<file path="src/rtl/bp_perf_monitor.sv">
// Branch-prediction performance monitor: counts cycles, branches and mispredictions over a run.
// Optional miss-PC circular log enabled by defining BP_MON_MISS_LOG_EN.
module bp_perf_monitor #(
    parameter int unsigned CNT_WIDTH   = 32,
    parameter logic [31:0] HALT_INSN   = 32'h0000_006F,
    parameter int unsigned HALT_CYCLES = 8,
    parameter int unsigned LOG_DEPTH   = 8
) (
    input  logic                         clk_i,
    input  logic                         rst_i,
    input  logic                         start_i,
    input  logic                         br_instr_i,
    input  logic                         br_miss_i,
    input  logic [31:0]                  instr_i,
    input  logic [31:0]                  t_instr_i,
    output logic [CNT_WIDTH-1:0]         cycles_o,
    output logic [CNT_WIDTH-1:0]         br_cnt_o,
    output logic [CNT_WIDTH-1:0]         miss_cnt_o,
    output logic                         rpt_valid_o,
    input  logic                         rpt_ready_i,
    output logic                         done_o,
    output logic                         err_o,
    input  logic [$clog2(LOG_DEPTH)-1:0] log_rd_idx_i,
    output logic [31:0]                  log_pc_o,
    output logic [$clog2(LOG_DEPTH):0]   log_cnt_o
);

    localparam int unsigned HaltW = $clog2(HALT_CYCLES + 1);

    typedef enum logic [1:0] {StIdle, StRun, StReport, StDone} state_e;

    state_e               state_q, state_d;
    logic [CNT_WIDTH-1:0] cycles_q, cycles_d;
    logic [CNT_WIDTH-1:0] br_cnt_q, br_cnt_d;
    logic [CNT_WIDTH-1:0] miss_cnt_q, miss_cnt_d;
    logic [HaltW-1:0]     halt_cnt_q, halt_cnt_d;
    logic [HaltW-1:0]     halt_inc;
    logic                 rpt_valid_q, rpt_valid_d;
    logic                 done_q, done_d;
    logic                 err_q, err_d;
    logic                 log_we;
    logic                 log_clr;

    function automatic logic [CNT_WIDTH-1:0] sat_inc(input logic [CNT_WIDTH-1:0] v);
        return (&v) ? v : v + CNT_WIDTH'(1);
    endfunction

    assign halt_inc = halt_cnt_q + HaltW'(1);

    always_comb begin
        state_d     = state_q;
        cycles_d    = cycles_q;
        br_cnt_d    = br_cnt_q;
        miss_cnt_d  = miss_cnt_q;
        halt_cnt_d  = halt_cnt_q;
        rpt_valid_d = rpt_valid_q;
        done_d      = done_q;
        err_d       = err_q;
        log_we      = 1'b0;
        log_clr     = 1'b0;
        unique case (state_q)
            StIdle, StDone: begin
                if (start_i) begin
                    state_d    = StRun;
                    cycles_d   = '0;
                    br_cnt_d   = '0;
                    miss_cnt_d = '0;
                    halt_cnt_d = '0;
                    err_d      = 1'b0;
                    done_d     = 1'b0;
                    log_clr    = 1'b1;
                end
            end
            StRun: begin
                cycles_d = sat_inc(cycles_q);
                if (br_instr_i) begin
                    br_cnt_d = sat_inc(br_cnt_q);
                end
                if (br_instr_i && br_miss_i) begin
                    miss_cnt_d = sat_inc(miss_cnt_q);
                    log_we     = 1'b1;
                end
                if (br_miss_i && !br_instr_i) begin
                    err_d = 1'b1;
                end
                // Events in the final halt cycle are still counted above.
                if (instr_i == HALT_INSN) begin
                    halt_cnt_d = halt_inc;
                    if (halt_inc == HaltW'(HALT_CYCLES)) begin
                        state_d     = StReport;
                        rpt_valid_d = 1'b1;
                        halt_cnt_d  = '0;
                    end
                end else begin
                    halt_cnt_d = '0;
                end
            end
            StReport: begin
                if (rpt_ready_i) begin
                    state_d     = StDone;
                    rpt_valid_d = 1'b0;
                    done_d      = 1'b1;
                end
            end
            default: state_d = StIdle;
        endcase
    end

    always_ff @(posedge clk_i) begin
        if (rst_i) begin
            state_q     <= StIdle;
            cycles_q    <= '0;
            br_cnt_q    <= '0;
            miss_cnt_q  <= '0;
            halt_cnt_q  <= '0;
            rpt_valid_q <= 1'b0;
            done_q      <= 1'b0;
            err_q       <= 1'b0;
        end else begin
            state_q     <= state_d;
            cycles_q    <= cycles_d;
            br_cnt_q    <= br_cnt_d;
            miss_cnt_q  <= miss_cnt_d;
            halt_cnt_q  <= halt_cnt_d;
            rpt_valid_q <= rpt_valid_d;
            done_q      <= done_d;
            err_q       <= err_d;
        end
    end

    assign cycles_o    = cycles_q;
    assign br_cnt_o    = br_cnt_q;
    assign miss_cnt_o  = miss_cnt_q;
    assign rpt_valid_o = rpt_valid_q;
    assign done_o      = done_q;
    assign err_o       = err_q;

`ifdef BP_MON_MISS_LOG_EN
    localparam int unsigned LogAw = $clog2(LOG_DEPTH);

    logic [31:0]      log_mem_q [LOG_DEPTH];
    logic [LogAw-1:0] wr_ptr_q;
    logic [LogAw-1:0] rd_ptr;
    logic [LogAw:0]   log_cnt_q;

    always_ff @(posedge clk_i) begin
        if (rst_i || log_clr) begin
            wr_ptr_q  <= '0;
            log_cnt_q <= '0;
        end else if (log_we) begin
            wr_ptr_q <= wr_ptr_q + LogAw'(1);
            if (log_cnt_q != (LogAw + 1)'(LOG_DEPTH)) begin
                log_cnt_q <= log_cnt_q + (LogAw + 1)'(1);
            end
        end
    end

    // Entry contents need no reset: reads beyond log_cnt_q are masked to zero.
    always_ff @(posedge clk_i) begin
        if (log_we && !rst_i) begin
            log_mem_q[wr_ptr_q] <= t_instr_i;
        end
    end

    // Index 0 is the most recent write, one behind the write pointer.
    assign rd_ptr    = wr_ptr_q - LogAw'(1) - log_rd_idx_i;
    assign log_pc_o  = ({1'b0, log_rd_idx_i} < log_cnt_q) ? log_mem_q[rd_ptr] : 32'h0;
    assign log_cnt_o = log_cnt_q;
`else
    logic unused_log;
    assign unused_log = ^{log_we, log_clr, t_instr_i, log_rd_idx_i};
    assign log_pc_o   = 32'h0;
    assign log_cnt_o  = '0;
`endif

endmodule

</file>
<file path="config.mk">
export PLATFORM = sky130hd
export DESIGN_NAME = bp_perf_monitor
export DESIGN_NICKNAME = d
export VERILOG_FILES = /design/src/rtl/bp_perf_monitor.sv
export SDC_FILE = /design/constraint.sdc
export NUM_CORES = 1
export LEC_CHECK = 0
export BUFFER_PORTS_ARGS = -buffer_cell sky130_fd_sc_hd__buf_2
export CAP_MARGIN = 20
export CORE_ASPECT_RATIO = 1.5
export CORE_MARGIN = 1.5
export CORE_UTILIZATION = 55
export DETAILED_ROUTE_END_ITERATION = 6
export GPL_TIMING_DRIVEN = 0
export PLACE_DENSITY = 0.95
export SLEW_MARGIN = 20
export SYNTH_ARGS = -nofsm -noshare
export SYNTH_HDL_FRONTEND = slang
export SYNTH_SLANG_ARGS = --single-unit
</file>
<file path="constraint.sdc">
create_clock -name clk_i -period 7 [get_ports clk_i]
set_input_delay 0.7 -clock clk_i [delete_from_list [all_inputs] [get_ports clk_i]]
set_output_delay 0.7 -clock clk_i [all_outputs]
set_load 0.05 [all_outputs]
</file>
* Word-level counts from Yosys, hierarchy flattened *
Cells that the tools add are included.

storage, ports and cells
  output and inout port bits = 135
  register bits after elaboration = 105

operators by class
  muxes and demuxes = 27
  reduce and logical (&&, ||, !) cells = 19
  add/subtract/negate cells = 4
  eq/ne operators = 15

operator list
  operator                                                                count
  32-bit two-way mux                                                      6
  32-bit one-hot mux with 2 select lines                                  3
  32-bit by 1-bit adder with 32-bit output, second input constant         3
  32-bit AND reduction                                                    3
  32-bit by 7-bit equality test with 1-bit output, second input constant  1
  2-bit inequality test, second input constant                            10
  4-bit AND reduction                                                     4
  4-bit two-way mux                                                       3
  3-bit AND reduction                                                     3
  2-bit two-way mux                                                       4
  4-bit one-hot mux with 2 select lines                                   1
  1-bit two-way mux                                                       6
  1-bit one-hot mux with 2 select lines                                   3
  2-bit one-hot mux with 3 select lines                                   1
  2-bit nonzero test                                                      3
  4-bit by 1-bit adder with 4-bit output, second input constant           1
  2-bit equality test, second input constant                              2
  4-bit equality test, second input constant                              1
  2-bit by 1-bit equality test with 1-bit output, second input constant   1
  1-bit logical AND                                                       2
  2-bit zero test                                                         1
  2-bit AND reduction                                                     1
  2-bit OR reduction                                                      1
  1-bit zero test                                                         1

* Longest topological paths before layout *
  word-level depth = 5
  depth in mapped cells = 11
  gate-level depth less buffers = 8

* Worst setup path after synthesis *
Ideal clock, no wire load.

  path type = register to register
  start = register miss_cnt_q[0] (netlist: miss_cnt_o[0])
  end = register miss_cnt_q[28] (netlist: miss_cnt_o[28])
  slack = 4287 ps
  data required time = 6880 ps
  cell stages (with the launch flop) = 8
  buffers on the path = 0
  library setup time = 120 ps
  data arrival time = 2593 ps
  clock period less this slack = 2713 ps
  path through = dfxtp_1 > ha_1 > nand4_2 > or3_4 > nor2_8 > or4b_1 > and3_1 > a211o_1

on the way
  word-level cells in the longest chain between the ends = 4
  elaborated cells on any way between the ends = 7
  classes of those cells = add/sub (1); eq/ne (1); mux (3); reduce/logical (2)

ends and longest elaborated chain
  item                                      RTL line  RTL
  start, declared                           35        logic [CNT_WIDTH-1:0] miss_cnt_q, miss_cnt_d;
  start signal, assigned                    123       miss_cnt_q <= miss_cnt_d;
  32-bit by 1-bit adder with 32-bit output  45        return (&v) ? v : v + CNT_WIDTH'(1);
  32-bit two-way mux                        45
  32-bit two-way mux                        79        if (br_instr_i && br_miss_i) begin
  32-bit one-hot mux with 2 select lines    61        unique case (state_q)

Several ways; a longest one is shown, not always the timed one. The select of a mux whose other input is x is not followed.
A chain may end at the register's enable or synchronous reset.

* Worst setup path after layout *
  start = register state_q[1]
  end = register br_cnt_q[27] (netlist: br_cnt_o[27])

on the way
  word-level cells in the longest chain between the ends = 4
  elaborated cells on any way between the ends = 10
  classes of those cells = eq/ne (5); mux (1); reduce/logical (4)

ends and longest elaborated chain
  item                                                                   RTL line  RTL
  start, declared                                                        32        state_e state_q, state_d;
  start signal, assigned                                                 111       state_q <= StIdle;
  start signal, assigned                                                 120       state_q <= state_d;
  2-bit equality test or 2-bit zero test (tied branches)                 61
  2-bit OR reduction                                                     61
  2-bit inequality test (no line) or 2-bit nonzero test (tied branches)  -
  4-bit AND reduction (no line)                                          -
  end signal, assigned                                                   122       br_cnt_q <= br_cnt_d;
  end, declared                                                          34        logic [CNT_WIDTH-1:0] br_cnt_q, br_cnt_d;

Several ways; a longest one is shown, not always the timed one.

==> qor.csv <==
stage;metric;value;unit
status;status;finished with violations;
status;violations;design-rule violations;
sta;fin_crit;3.130;ns
worst_setup_path;slowest_delay;0.67;ns
power;powerDensity;228.0;nW/um^2
placement;gp_congestion;0.9906;
sta;skew;0.007981;ns
hold_path;hold_start;miss_cnt_o[8]$_SDFFE_PP0P_;
worst_setup_path;slowest_stage;nor2_1;
worst_setup_path;r2r_slack;3.87;ns
yosys;ys_seq_elements;105;
floorplanning;core_region_area;10650;sq um
sta;maxSlewViolCount;0;
worst_setup_path;reg2reg_depth;9;
yosys;async_reset_ff_frac;0;
final_layout;final_common_cell;buf_2;
yosys;seq_area_frac_synth;0.3490;
drt;dr_wl_met2;8977;microns
worst_setup_path;crit_family;simple AND/OR/NAND/NOR gates;
yosys;synthCells;788;
floorplanning;die_area;11600;sq um
power;leakagePower;3.043;nW
worst_setup_path;arrival;3.41;ns
placement;dp_hpwl;13110;microns
power;irDropWorstVdd;178.4;uV
drt;wl_per_cell;16.24;microns
flow_run;maxCapViolations;0;
global_route;antenna_found_initial;0;
sta;hold_viol_final;0;
final_layout;fin_nets;1049;
worst_setup_path;cp_max_fo;10;
floorplanning;initial_core_util;0.5657;
cts;cts_buffer_depth;2;
worst_setup_path;cp.required;7.28;ns
cts;path_clk_slew;0.07;ns
worst_setup_path;cp_num_buf_inv;3;
final_layout;drive_above_1_share;0.2248;
global_route;grt_pass1_wl;29090;microns
floorplanning;die_x;88.45;microns
worst_setup_path;reg2reg_from;state_q[1]$_SDFFE_PP0P_;
sta;setup-violations-final;0;
drt;dr_wl_met3;1649;microns
yosys;syn-cell-area;6023;sq um
cts;tritoncts;yes;
drt;drc_errors;16;
cts;numCtsBuffers;9;
final_layout;layout_common_cells;147 x buf_2, 105 x dfxtp_1, 81 x nand2_1;
drt;drt_iter0_drc;616;
global_route;grt_pass1_vias;6243;
sta;rsz0062_at_grt;no;
worst_setup_path;crit_path_start_kind;register;
cts;post_cts_resized;0;
drt;wl_met1;6664;microns
yosys;synth.avg_cell_area;7.644;sq um
floorplanning;die_h;131.2;microns
drt;num_vias;6872;
placement;portBuffers;135;
yosys;synth_edf_count;0;
sta;slew_headroom;0.2974;
hold_path;min_to;miss_cnt_o[8]$_SDFFE_PP0P_;
cts;clk_latency;0.36;ns
global_route;grt_max_degree;16;
sta;fin_hold_ws;0.4921;ns
cts;cts.htree.levels;3;
cts;cts_setup_buffers;0;
worst_setup_path;cp-end-kind;register;
sta;worst_slew_pin_slew;1.025;ns
drt;wirelength;18150;microns
worst_setup_path;crit_type;reg2reg;
final_layout;insertedDiodeCount;0;
yosys;synth_ff_type;dfxtp_1;
global_route;grt_use_total;0.3124;
drt;postRouteAntennaNets;0;
floorplanning;pin_count;208;
cts;cts_root_buf;clkbuf_16;
sta;fmaxAchievable;0.3195;GHz
sta;fin_setup_tns;0;ns
worst_setup_path;crit_chain;inv_1, ha_1, clkbuf_1, inv_1, nor2_1, nand2_1, nor2_1, nand4_1, o21ai_0;
yosys;ys_types;65;
yosys;ys_warn_count;0;
drt;top_layer_used;met4;
cts;cts_sinks;105;
power;totalPowerFinal;1.672;mW
sta;finalCritPeriodShare;0.4471;
hold_path;hold_class;reg2reg;
final_layout;area_growth;21.77;%
drt;vias_per_cell;6.147;
global_route;overflow;0;
final_layout;fill_cells;891;
drt;drt-pass1-iter-count;7;
floorplanning;rows;46;
hold_path;hold_depth;1;
cts;hold_buffers;0;
worst_setup_path;reg2reg_to;br_cnt_o[27]$_SDFFE_PP0P_;
==> per-layer routing <==
layer | track usage | vias to the layer above
met5 | 0 | -
met4 | 0.1901 | 0
met2 | 0.5174 | 435
met3 | 0.05088 | 80
li1 | - | 3228
met1 | 0.3676 | 3129
==> worst max-delay path by stage <==
stage,startpoint,to,slack [ns],depth (start not counted)
final,state_q[1]$_SDFFE_PP0P_,br_cnt_o[27]$_SDFFE_PP0P_,3.87,9
after detailed placement,state_q[0]$_SDFFE_PP0P_,br_cnt_o[27]$_SDFFE_PP0P_,4.02,8
after global routing,state_q[1]$_SDFFE_PP0P_,br_cnt_o[21]$_SDFFE_PP0P_,3.69,9
after global placement,state_q[0]$_SDFFE_PP0P_,br_cnt_o[31]$_SDFFE_PP0P_,4.11,8
after CTS,state_q[1]$_SDFFE_PP0P_,br_cnt_o[27]$_SDFFE_PP0P_,4.01,9
after floorplan,miss_cnt_o[0]$_SDFFE_PP0P_,miss_cnt_o[28]$_SDFFE_PP0P_,4.29,7
==> cells by family (layout without fill, tap and decap cells) <==
group | Yosys count | count (layout) | synth area share
buffers and inverters | 87 | 238 | 0.07914
other | 1 | 36 | 0.0006226
xor gates and xnor gates | 6 | 6 | 0.008724
AOI/OAI and AO/OA | 200 | 200 | 0.1992
adders and majority gates | 7 | 7 | 0.01454
DFF | 105 | 105 | 0.3490
muxes | 8 | 8 | 0.01392
and+or+nand+nor | 374 | 374 | 0.3349
==> layout make-up <==
| type | count | area (sq um) | share of cell area |
|---|---|---|---|
| Multi-Input combinational cell | 631 | 3576 | 0.4875 |
| Sequential cell | 105 | 2102 | 0.2866 |
| Timing Repair Buffer | 135 | 675.6 | 0.09212 |
| Buffer | 72 | 420.4 | 0.05732 |
| Clock buffer | 14 | 264.0 | 0.03599 |
| Tap cell | 144 | 180.2 | 0.02457 |
| Clock inverter | 2 | 60.06 | 0.008188 |
| Inverter | 15 | 56.30 | 0.007677 |
==> synth_stat cells, drive strengths merged, types with 2 or more instances <==
| cell | count | area, sq um |
|---|---|---|
| or3 | 21 | 136.4 |
| nor2 | 64 | 259.0 |
| a31oi | 31 | 193.9 |
| inv | 15 | 56.30 |
| nand4b | 2 | 17.52 |
| mux2i | 5 | 50.05 |
| or2 | 8 | 50.05 |
| clkbuf | 23 | 86.33 |
| o41ai | 3 | 26.28 |
| nor3 | 24 | 125.1 |
| a211o | 2 | 17.52 |
| a2bb2oi | 4 | 35.03 |
| and4 | 11 | 96.34 |
| a22oi | 7 | 52.55 |
| or4 | 8 | 63.81 |
| nand4 | 33 | 212.7 |
| buf | 49 | 334.1 |
| a22o | 3 | 26.28 |
| and3 | 18 | 112.6 |
| nand2b | 8 | 50.05 |
| or4b | 3 | 30.03 |
| dfxtp | 105 | 2102 |
| o22a | 3 | 26.28 |
| a21oi | 57 | 285.3 |
| mux2 | 3 | 33.78 |
| a41oi | 4 | 35.03 |
| o22ai | 2 | 12.51 |
| ha | 7 | 87.58 |
| nor4 | 17 | 140.1 |
| o21ai | 62 | 310.3 |
| nor4b | 3 | 26.28 |
| nand2 | 81 | 304.0 |
| nand3 | 52 | 260.3 |
| xnor2 | 2 | 17.52 |
| xor2 | 4 | 35.03 |
| o31ai | 8 | 60.06 |
| and2 | 19 | 118.9 |
| a21o | 2 | 15.01 |
==> report_power, final <==
| group | switching (mW) | total, mW | internal (mW) |
|---|---|---|---|
| clock network | 0.227 | 0.561 | 0.334 |
| logic | 0.367 | 0.494 | 0.127 |
| registers | 0.0114 | 0.617 | 0.606 |
| total | 0.605 | 1.67 | 1.07 |
==> state kept, by name, summed over array words and instances (netlist names) <==
name / count
br_cnt_o: 32
cycles_o: 32
done_o: 1
err_o: 1
halt_cnt_q: 4
miss_cnt_o: 32
rpt_valid_o: 1
state_q: 2
==> metrics by stage <==
step | util | cell area, sq um | instances | worst slack, ns
after floorplan | - | 6155 | 823 | 4.287
after global placement | 0.6584 | 7010 | 1102 | 4.106
after detailed placement | 0.6584 | 7010 | 1102 | 4.024
after CTS | 0.6888 | 7335 | 1118 | 4.013
after global routing | 0.6888 | 7335 | 1118 | 3.690
final | 0.6888 | 7335 | 1118 | 3.870
(Power assumes the default switching activity.)
